==> src/rtl/seq_divider.sv <==
//-----------------------------------------------------------------------------
// Module   : seq_divider
// Purpose  : Sequential restoring unsigned integer divider. Each clock it
//            produces one quotient bit by trial subtraction and restore.
//            A one-cycle start request launches an operation. o_done pulses
//            for one cycle when the result is valid. Latency is a fixed
//            WIDTH+1 cycles, and a zero divisor is included.
// Ports    : i_clk          clock, rising edge
//            i_rst          synchronous active-high reset
//            i_start        request pulse, accepted in IDLE or DONE
//            i_dividend     unsigned dividend, sampled with i_start
//            i_divisor      unsigned divisor, sampled with i_start
//            o_busy         high while the divider is iterating
//            o_done         one-cycle result-valid pulse
//            o_quotient     quotient, held until the next result
//            o_remainder    remainder, held until the next result
//            o_div_by_zero  latched divisor was zero
// Revision : 1.0 - initial release
//-----------------------------------------------------------------------------
`default_nettype none

module seq_divider #(
   parameter int WIDTH = 4
) (
   input  logic             i_clk,
   input  logic             i_rst,
   input  logic             i_start,
   input  logic [WIDTH-1:0] i_dividend,
   input  logic [WIDTH-1:0] i_divisor,
   output logic             o_busy,
   output logic             o_done,
   output logic [WIDTH-1:0] o_quotient,
   output logic [WIDTH-1:0] o_remainder,
   output logic             o_div_by_zero
);

   localparam int              CNT_W     = $clog2(WIDTH);
   localparam logic [CNT_W-1:0] LAST_STEP = CNT_W'(WIDTH - 1);

   typedef enum logic [1:0] {
      IDLE = 2'd0,
      CALC = 2'd1,
      DONE = 2'd2
   } state_t;

   state_t           state;
   logic [WIDTH-1:0] quo_sr;    // dividend shifts out the top, quotient bits enter the bottom
   logic [WIDTH-1:0] div_reg;
   logic [CNT_W-1:0] step;

   // The partial remainder is conceptually WIDTH+1 bits wide. After every
   // step it is strictly below the divisor, so its top bit is always zero.
   // Only the low WIDTH bits are stored; the full width appears in the
   // shifted value that feeds the subtractor.
   logic [WIDTH-1:0] rem_reg;

   logic [WIDTH:0]   rem_shift;
   logic [WIDTH:0]   sub_b;
   logic [WIDTH:0]   sub_b_eff;
   logic [WIDTH:0]   diff;
   logic [WIDTH:0]   carry;
   logic             sub_mode;
   logic             no_borrow;
   logic [WIDTH-1:0] rem_next;
   logic [WIDTH-1:0] quo_next;

   assign rem_shift = {rem_reg, quo_sr[WIDTH-1]};
   assign sub_b     = {1'b0, div_reg};

   // Ripple add/sub structure held permanently in subtract mode. The B
   // operand is inverted and the carry-in is set, giving A + ~B + 1.
   assign sub_mode  = 1'b1;
   assign sub_b_eff = sub_b ^ {(WIDTH+1){sub_mode}};
   assign carry[0]  = sub_mode;

   generate
      for (genvar i = 0; i <= WIDTH; i++) begin : g_bit
         assign diff[i] = rem_shift[i] ^ sub_b_eff[i] ^ carry[i];
         if (i < WIDTH) begin : g_carry
            assign carry[i+1] = (rem_shift[i] & sub_b_eff[i]) |
                                (carry[i] & (rem_shift[i] ^ sub_b_eff[i]));
         end
      end
   endgenerate

   // A clear top bit of the WIDTH+1-bit difference means the trial
   // subtraction did not borrow. In that case the quotient bit is 1.
   assign no_borrow = ~diff[WIDTH];
   assign rem_next  = no_borrow ? diff[WIDTH-1:0] : rem_shift[WIDTH-1:0];
   assign quo_next  = {quo_sr[WIDTH-2:0], no_borrow};

   always_ff @(posedge i_clk) begin
      if (i_rst) begin
         state         <= IDLE;
         step          <= '0;
         quo_sr        <= '0;
         div_reg       <= '0;
         rem_reg       <= '0;
         o_busy        <= 1'b0;
         o_done        <= 1'b0;
         o_quotient    <= '0;
         o_remainder   <= '0;
         o_div_by_zero <= 1'b0;
      end else begin
         case (state)
            // DONE accepts a start exactly like IDLE, so a back-to-back
            // request leaves no idle gap in o_busy.
            IDLE, DONE: begin
               o_done <= 1'b0;
               if (i_start) begin
                  quo_sr        <= i_dividend;
                  div_reg       <= i_divisor;
                  rem_reg       <= '0;
                  step          <= '0;
                  o_div_by_zero <= 1'b0;
                  o_busy        <= 1'b1;
                  state         <= CALC;
               end else begin
                  o_busy <= 1'b0;
                  state  <= IDLE;
               end
            end

            CALC: begin
               quo_sr  <= quo_next;
               rem_reg <= rem_next;
               step    <= step + 1'b1;
               if (step == LAST_STEP) begin
                  o_quotient    <= quo_next;
                  o_remainder   <= rem_next;
                  o_div_by_zero <= (div_reg == '0);
                  o_busy        <= 1'b0;
                  o_done        <= 1'b1;
                  state         <= DONE;
               end
            end

            default: begin
               o_busy <= 1'b0;
               o_done <= 1'b0;
               state  <= IDLE;
            end
         endcase
      end
   end

endmodule

`default_nettype wire
==> config.mk <==
export PLATFORM = sky130hd
export DESIGN_NAME = seq_divider
export DESIGN_NICKNAME = d
export VERILOG_FILES = /design/src/rtl/seq_divider.sv
export SDC_FILE = /design/constraint.sdc
export NUM_CORES = 1
export LEC_CHECK = 0
export ABC_AREA = 1
export CAP_MARGIN = 20
export CORE_ASPECT_RATIO = 0.8
export CORE_MARGIN = 2
export CORE_UTILIZATION = 54
export DETAILED_ROUTE_END_ITERATION = 6
export PLACE_DENSITY = 0.83
export SLEW_MARGIN = 20
export SYNTH_ARGS = -nofsm -noshare
export SYNTH_HDL_FRONTEND = slang
export SYNTH_SLANG_ARGS = --single-unit
==> constraint.sdc <==
create_clock -name i_clk -period 3.58 [get_ports i_clk]
set_input_delay 1.074 -clock i_clk [delete_from_list [all_inputs] [get_ports i_clk]]
set_output_delay 1.074 -clock i_clk [all_outputs]
set_load 0.005 [all_outputs]
# Yosys cells after proc, flatten, opt, wreduce, memory -nomap -nowiden
# Index checks and enable logic that the tools add are counted.
# totals
reg_bits	27
latchBits	0
mem_bits_rw	0
mem_bits_ro	0
out_inout_bits	11
mem_count	0
# op_classes
n_addsub	1
mul	0
div_mod_pow	0
magnitude_cmp	0
n_eq_ne	5
n_shift	0
n_mux	16
bitwise_logic	24
reduce_logical	9
# op_table
op	n
$pmux W4 S2	2
$mux W4	3
$xor A1 B1 Y1	9
$pmux W2 S2	2
$and A1 B1 Y1	7
$reduce_and A2 Y1	3
$mux W1	5
$not A4 Y5	1
$eq A2 B2 Y1 const B	2
$logic_not A4 Y1	1
$mux W2	2
$ne A2 B2 Y1 const B	2
$or A1 B1 Y1	4
$pmux W1 S2	2
$reduce_or A2 Y1	2
$not A1 Y1	3
$reduce_and A3 Y1	1
$add A2 B1 Y2 const B	1
$eq A2 B1 Y1 const B	1
$logic_not A2 Y1	1
$reduce_bool A2 Y1	1

# Logic depth before layout (Yosys ltp)
# depth
ltp_word	12
ltp_mapped	13
depth_no_buf	13

# Least setup slack after synthesis
# No wires, ideal clock.
# synth_timing
path_kind	register to register
from	register quo_sr[3]
to	register o_remainder[0]
setup_time_ps	113
t_arrival_ps	2102
required_time_ps	3467
setup_slack_ps	1365
stages_incl_launch_ff	13
period_less_slack_ps	2215
path_cell_list	dfxtp_1 -> inv_1 -> ha_1 -> inv_1 -> fa_1 -> fa_1 -> fa_1 -> inv_1 -> nand2_1 -> nand2_1 -> nand2_1 -> nand3_1 -> nand2_1
# synth_via
elab_chain_len	10
elab_cells_between_ends	12
# synth_lines
element	line_no	text
start: declaration	47	logic [WIDTH-1:0] quo_sr;
start signal: assignment	111	quo_sr <= i_dividend;
start signal: assignment	125	quo_sr <= quo_next;
$and A1 B1 Y1 or $xor A1 B1 Y1 (tied branches)	80, 78, 81	
$or A1 B1 Y1	80	assign carry[i+1] = (rem_shift[i] & sub_b_eff[i]) |
$and A1 B1 Y1	81	(carry[i] & (rem_shift[i] ^ sub_b_eff[i]));
$or A1 B1 Y1	80	
$and A1 B1 Y1	81	
$or A1 B1 Y1	80	
$and A1 B1 Y1	81	
$or A1 B1 Y1	80	
$xor A1 B1 Y1	78	assign diff[i] = rem_shift[i] ^ sub_b_eff[i] ^ carry[i];
$mux W4 (*)	89	assign rem_next = no_borrow ? diff[WIDTH-1:0] : rem_shift[WIDTH-1:0];
end signal: assignment	130	o_remainder <= rem_next;
end: declaration	33	output logic [WIDTH-1:0] o_remainder,
# Mark *: on every way between the ends. The rest lies on a longest branch, timed or not.
# A chain may end at the register's enable or synchronous reset.

# Worst setup path in the final report
# layout_timing
from	register div_reg[0]
to	register o_remainder[0]
# layout_via
elab_chain_len	11
elab_cells_between_ends	13
# layout_lines
element	line_no	text
start: declaration	48	logic [WIDTH-1:0] div_reg;
start signal: assignment	112	div_reg <= i_divisor;
$not A4 Y5 (no line) (*)	-	
$and A1 B1 Y1 or $xor A1 B1 Y1 (tied branches)	80, 78, 81	
$or A1 B1 Y1	80	
$and A1 B1 Y1	81	
$or A1 B1 Y1	80	
$and A1 B1 Y1	81	
$or A1 B1 Y1	80	
$and A1 B1 Y1	81	
$or A1 B1 Y1	80	
$xor A1 B1 Y1	78	
$mux W4 (*)	89	
# Marked as above.

==> impl_metrics.ini <==
[global_route]
grt.overflow.total = 0
grt_use_total_pct = 20.4
grt_pass1_vias = 999
grt_pass1_wl_um = 3990
grt_max_degree = 15
antenna_found_initial = 0

[clocking]
postCtsHoldBufs = 0
cts_setup_buffers = 0
clk_path_buf_depth = 2
clock_sinks = 27
clk_latency_ns = 0.33
clk_pin_slew_ns = 0.14
cts.repair.resized = 0
htreeDepth = 1
cts_buffers = 3
cts-root-buf = clkbuf_4
cts_tree = yes

[floorplanning]
die_x_um = 56.5
floorplan.die_area_mm2 = 0.00260
ios = 22
initial_utilization_pct = 56.2
die_y_um = 46.0
rows = 15
core_area_mm2 = 0.00212

[timing]
fin_crit_ns = 2.50
relSlewSlack_pct = 65.2
drv_slew = 0
max_slew.worst_pin.slew_ns = 0.521
clock.fmax_ghz = 0.400
hold_viol_final = 0
finalSetupTns_ns = 0
finClkSkew_ns = 0.00879
fin_ws_ns = 1.08
setup_violations = 0
finalCritPeriodShare_pct = 69.8
rsz0062_at_grt = false

[yosys]
yosysWarnings = 0
yosysTopAreaCellShare_pct = 45.4
syn-num-nets = 175
yosysTopAreaCell = dfxtp_1
synthCells = 159
synth_seq_area_share_pct = 45.4
synthesis.area_mm2 = 0.00119
postSynthAreaPerCell_um2 = 7.49
synth_cell_types = 20
synthTopCellsByArea = dfxtp_1 (45%), nand2_1 (23%), fa_1 (5.0%)
ys_seq_elements = 27

[cells_and_area]
nNetsFinal = 200
mostFrequentLayoutCell = nand2_1
mostFrequentLayoutCells = nand2_1 (72), dfxtp_1 (27), clkdlybuf4s50_1 (21), inv_1 (15), nand3_1 (10)
antenna_cells = 0
fin_util_pct = 68.6
multiInputGateArea_um2 = 569
regArea_um2 = 541
fill_cells = 207
drive_gt1_share_pct = 7.65
syn_to_final_growth_pct = 22.1
postLayoutCellArea_mm2 = 0.00145

[detailed_routing]
postRouteAntennaNets = 0
vias_per_cell = 5.01
drt-wirelength-per-cell_um = 11.7
vias = 1043
drt-total-wl_um = 2430
drt-initial-drc-count = 13
firstDrtPassIters = 4
drc = 0

[power_and_ir_drop]
p_int_mw = 0.407
p_leak_nw = 0.697
clkPwrFrac_pct = 22.3
swShare_pct = 30.7
comb_power_share_pct = 21.5
ir_worst_vdd_uv = 365
powerDensity_mw_per_mm2 = 404
seq_power_share_pct = 56.2
switchingPower_mw = 0.180

[worst_setup_path]
slowest_delay_ns = 0.42
r2r_start = div_reg[0]
r2r_cells = 11
critical-path-slowest-cell = fa_1
ff2ff_setup_slack_ns = 1.08
r2r-end = o_remainder[0]
path_max_fanout = 6
cpMostUsedCell = nand2_1
crit_arrival_ns = 2.73
critPathLaunchType = flop
path_class = flop to flop
cp-end-kind = flop
crit_chain = ha_1 > inv_1 > fa_1 > fa_1 > fa_1 > inv_1 > nand2_1 > nand2_1 > nand2_1 > nand3_1 > nand2_1
cp.required_ns = 3.81

[placement]
dpl_cell_area_mm2 = 0.00143
port_buffers = 21
place.gp.congestion = 0.854
dp_hpwl_um = 1900
place_ws_ns = 1.12

[min_path]
min-delay-start = o_quotient[3]
hold_depth = 2
hold_path_end = o_quotient[3]
hold_class = flop to flop

[job]
maxCapViolCount = 0

[run_status]
status = finished, final reports clean
-- area by class of cell --
| type | instances | area share [%] |
|---|---|---|
| inverter | 19 | 5.25 |
| timing repair buffer | 21 | 14.5 |
| clock buffer | 4 | 1.81 |
| multi-input combinational | 112 | 39.2 |
| sequential | 27 | 37.2 |
| tap | 25 | 2.15 |
-- worst max-delay path, delay by kind of cell, from the launching register on --
kind                       cells  cell delay [ns]
adders and majority gates      4             1.35
buffers and inverters          2             0.15
DFF                            1             0.40
and+or+nand+nor                5             0.48
-- worst max-delay path by stage --
stage,end,cells past startpoint,from,slack (ns)
floorplan,o_remainder[0],12,quo_sr[3],1.36
global placement,quo_sr[3],6,i_start,1.21
detailed placement,o_remainder[0],11,div_reg[0],1.12
CTS,o_remainder[0],11,div_reg[0],1.09
global route,o_remainder[0],11,div_reg[0],0.95
finish,o_remainder[0],11,div_reg[0],1.08
-- cells in the mapped netlist (all sizes together) --
| cell | n |
|---|---|
| nor2 | 7 |
| fa | 3 |
| o21a | 2 |
| inv | 19 |
| buf | 1 |
| o21ai | 6 |
| dfxtp | 27 |
| ha | 2 |
| nand2 | 75 |
| a21oi | 6 |
| nor3 | 1 |
| nand3 | 10 |
-- power groups by stage --
stage | clock, mW | combinational, mW | sequential [mW]
global placement | 0 | 0.116 | 0.335
finish | 0.131 | 0.126 | 0.330
detailed placement | 0 | 0.125 | 0.336
CTS | 0.135 | 0.126 | 0.329
global route | 0.143 | 0.142 | 0.332
floorplan | 0 | 0.0881 | 0.333
-- through the flow --
stage,hold slack (ns),cells,power (mW)
finish,0.455,208,0.587
global route,0.480,208,0.617
floorplan,0.423,159,0.421
CTS,0.457,208,0.590
global placement,0.429,204,0.451
detailed placement,0.436,204,0.461
-- cell families (layout without fill, tap and decap cells) --
logic type	count (synthesis)	after routing	share of synthesized area, %
fa+ha+maj	5	5	7.14
flops	27	27	45.4
compound gates	14	14	6.30
buf+inv	20	44	6.83
simple gates	93	93	34.3
-- metal layers --
layer  wire length (µm)  vias to the layer above  track usage, %
met1               1040                      484            20.6
met4                 14                        0            6.67
met5                  0                        -               0
met2               1270                       22            40.5
li1                   -                      535               -
met3                105                        2            6.53
Power figures use the tool's default switching activity.
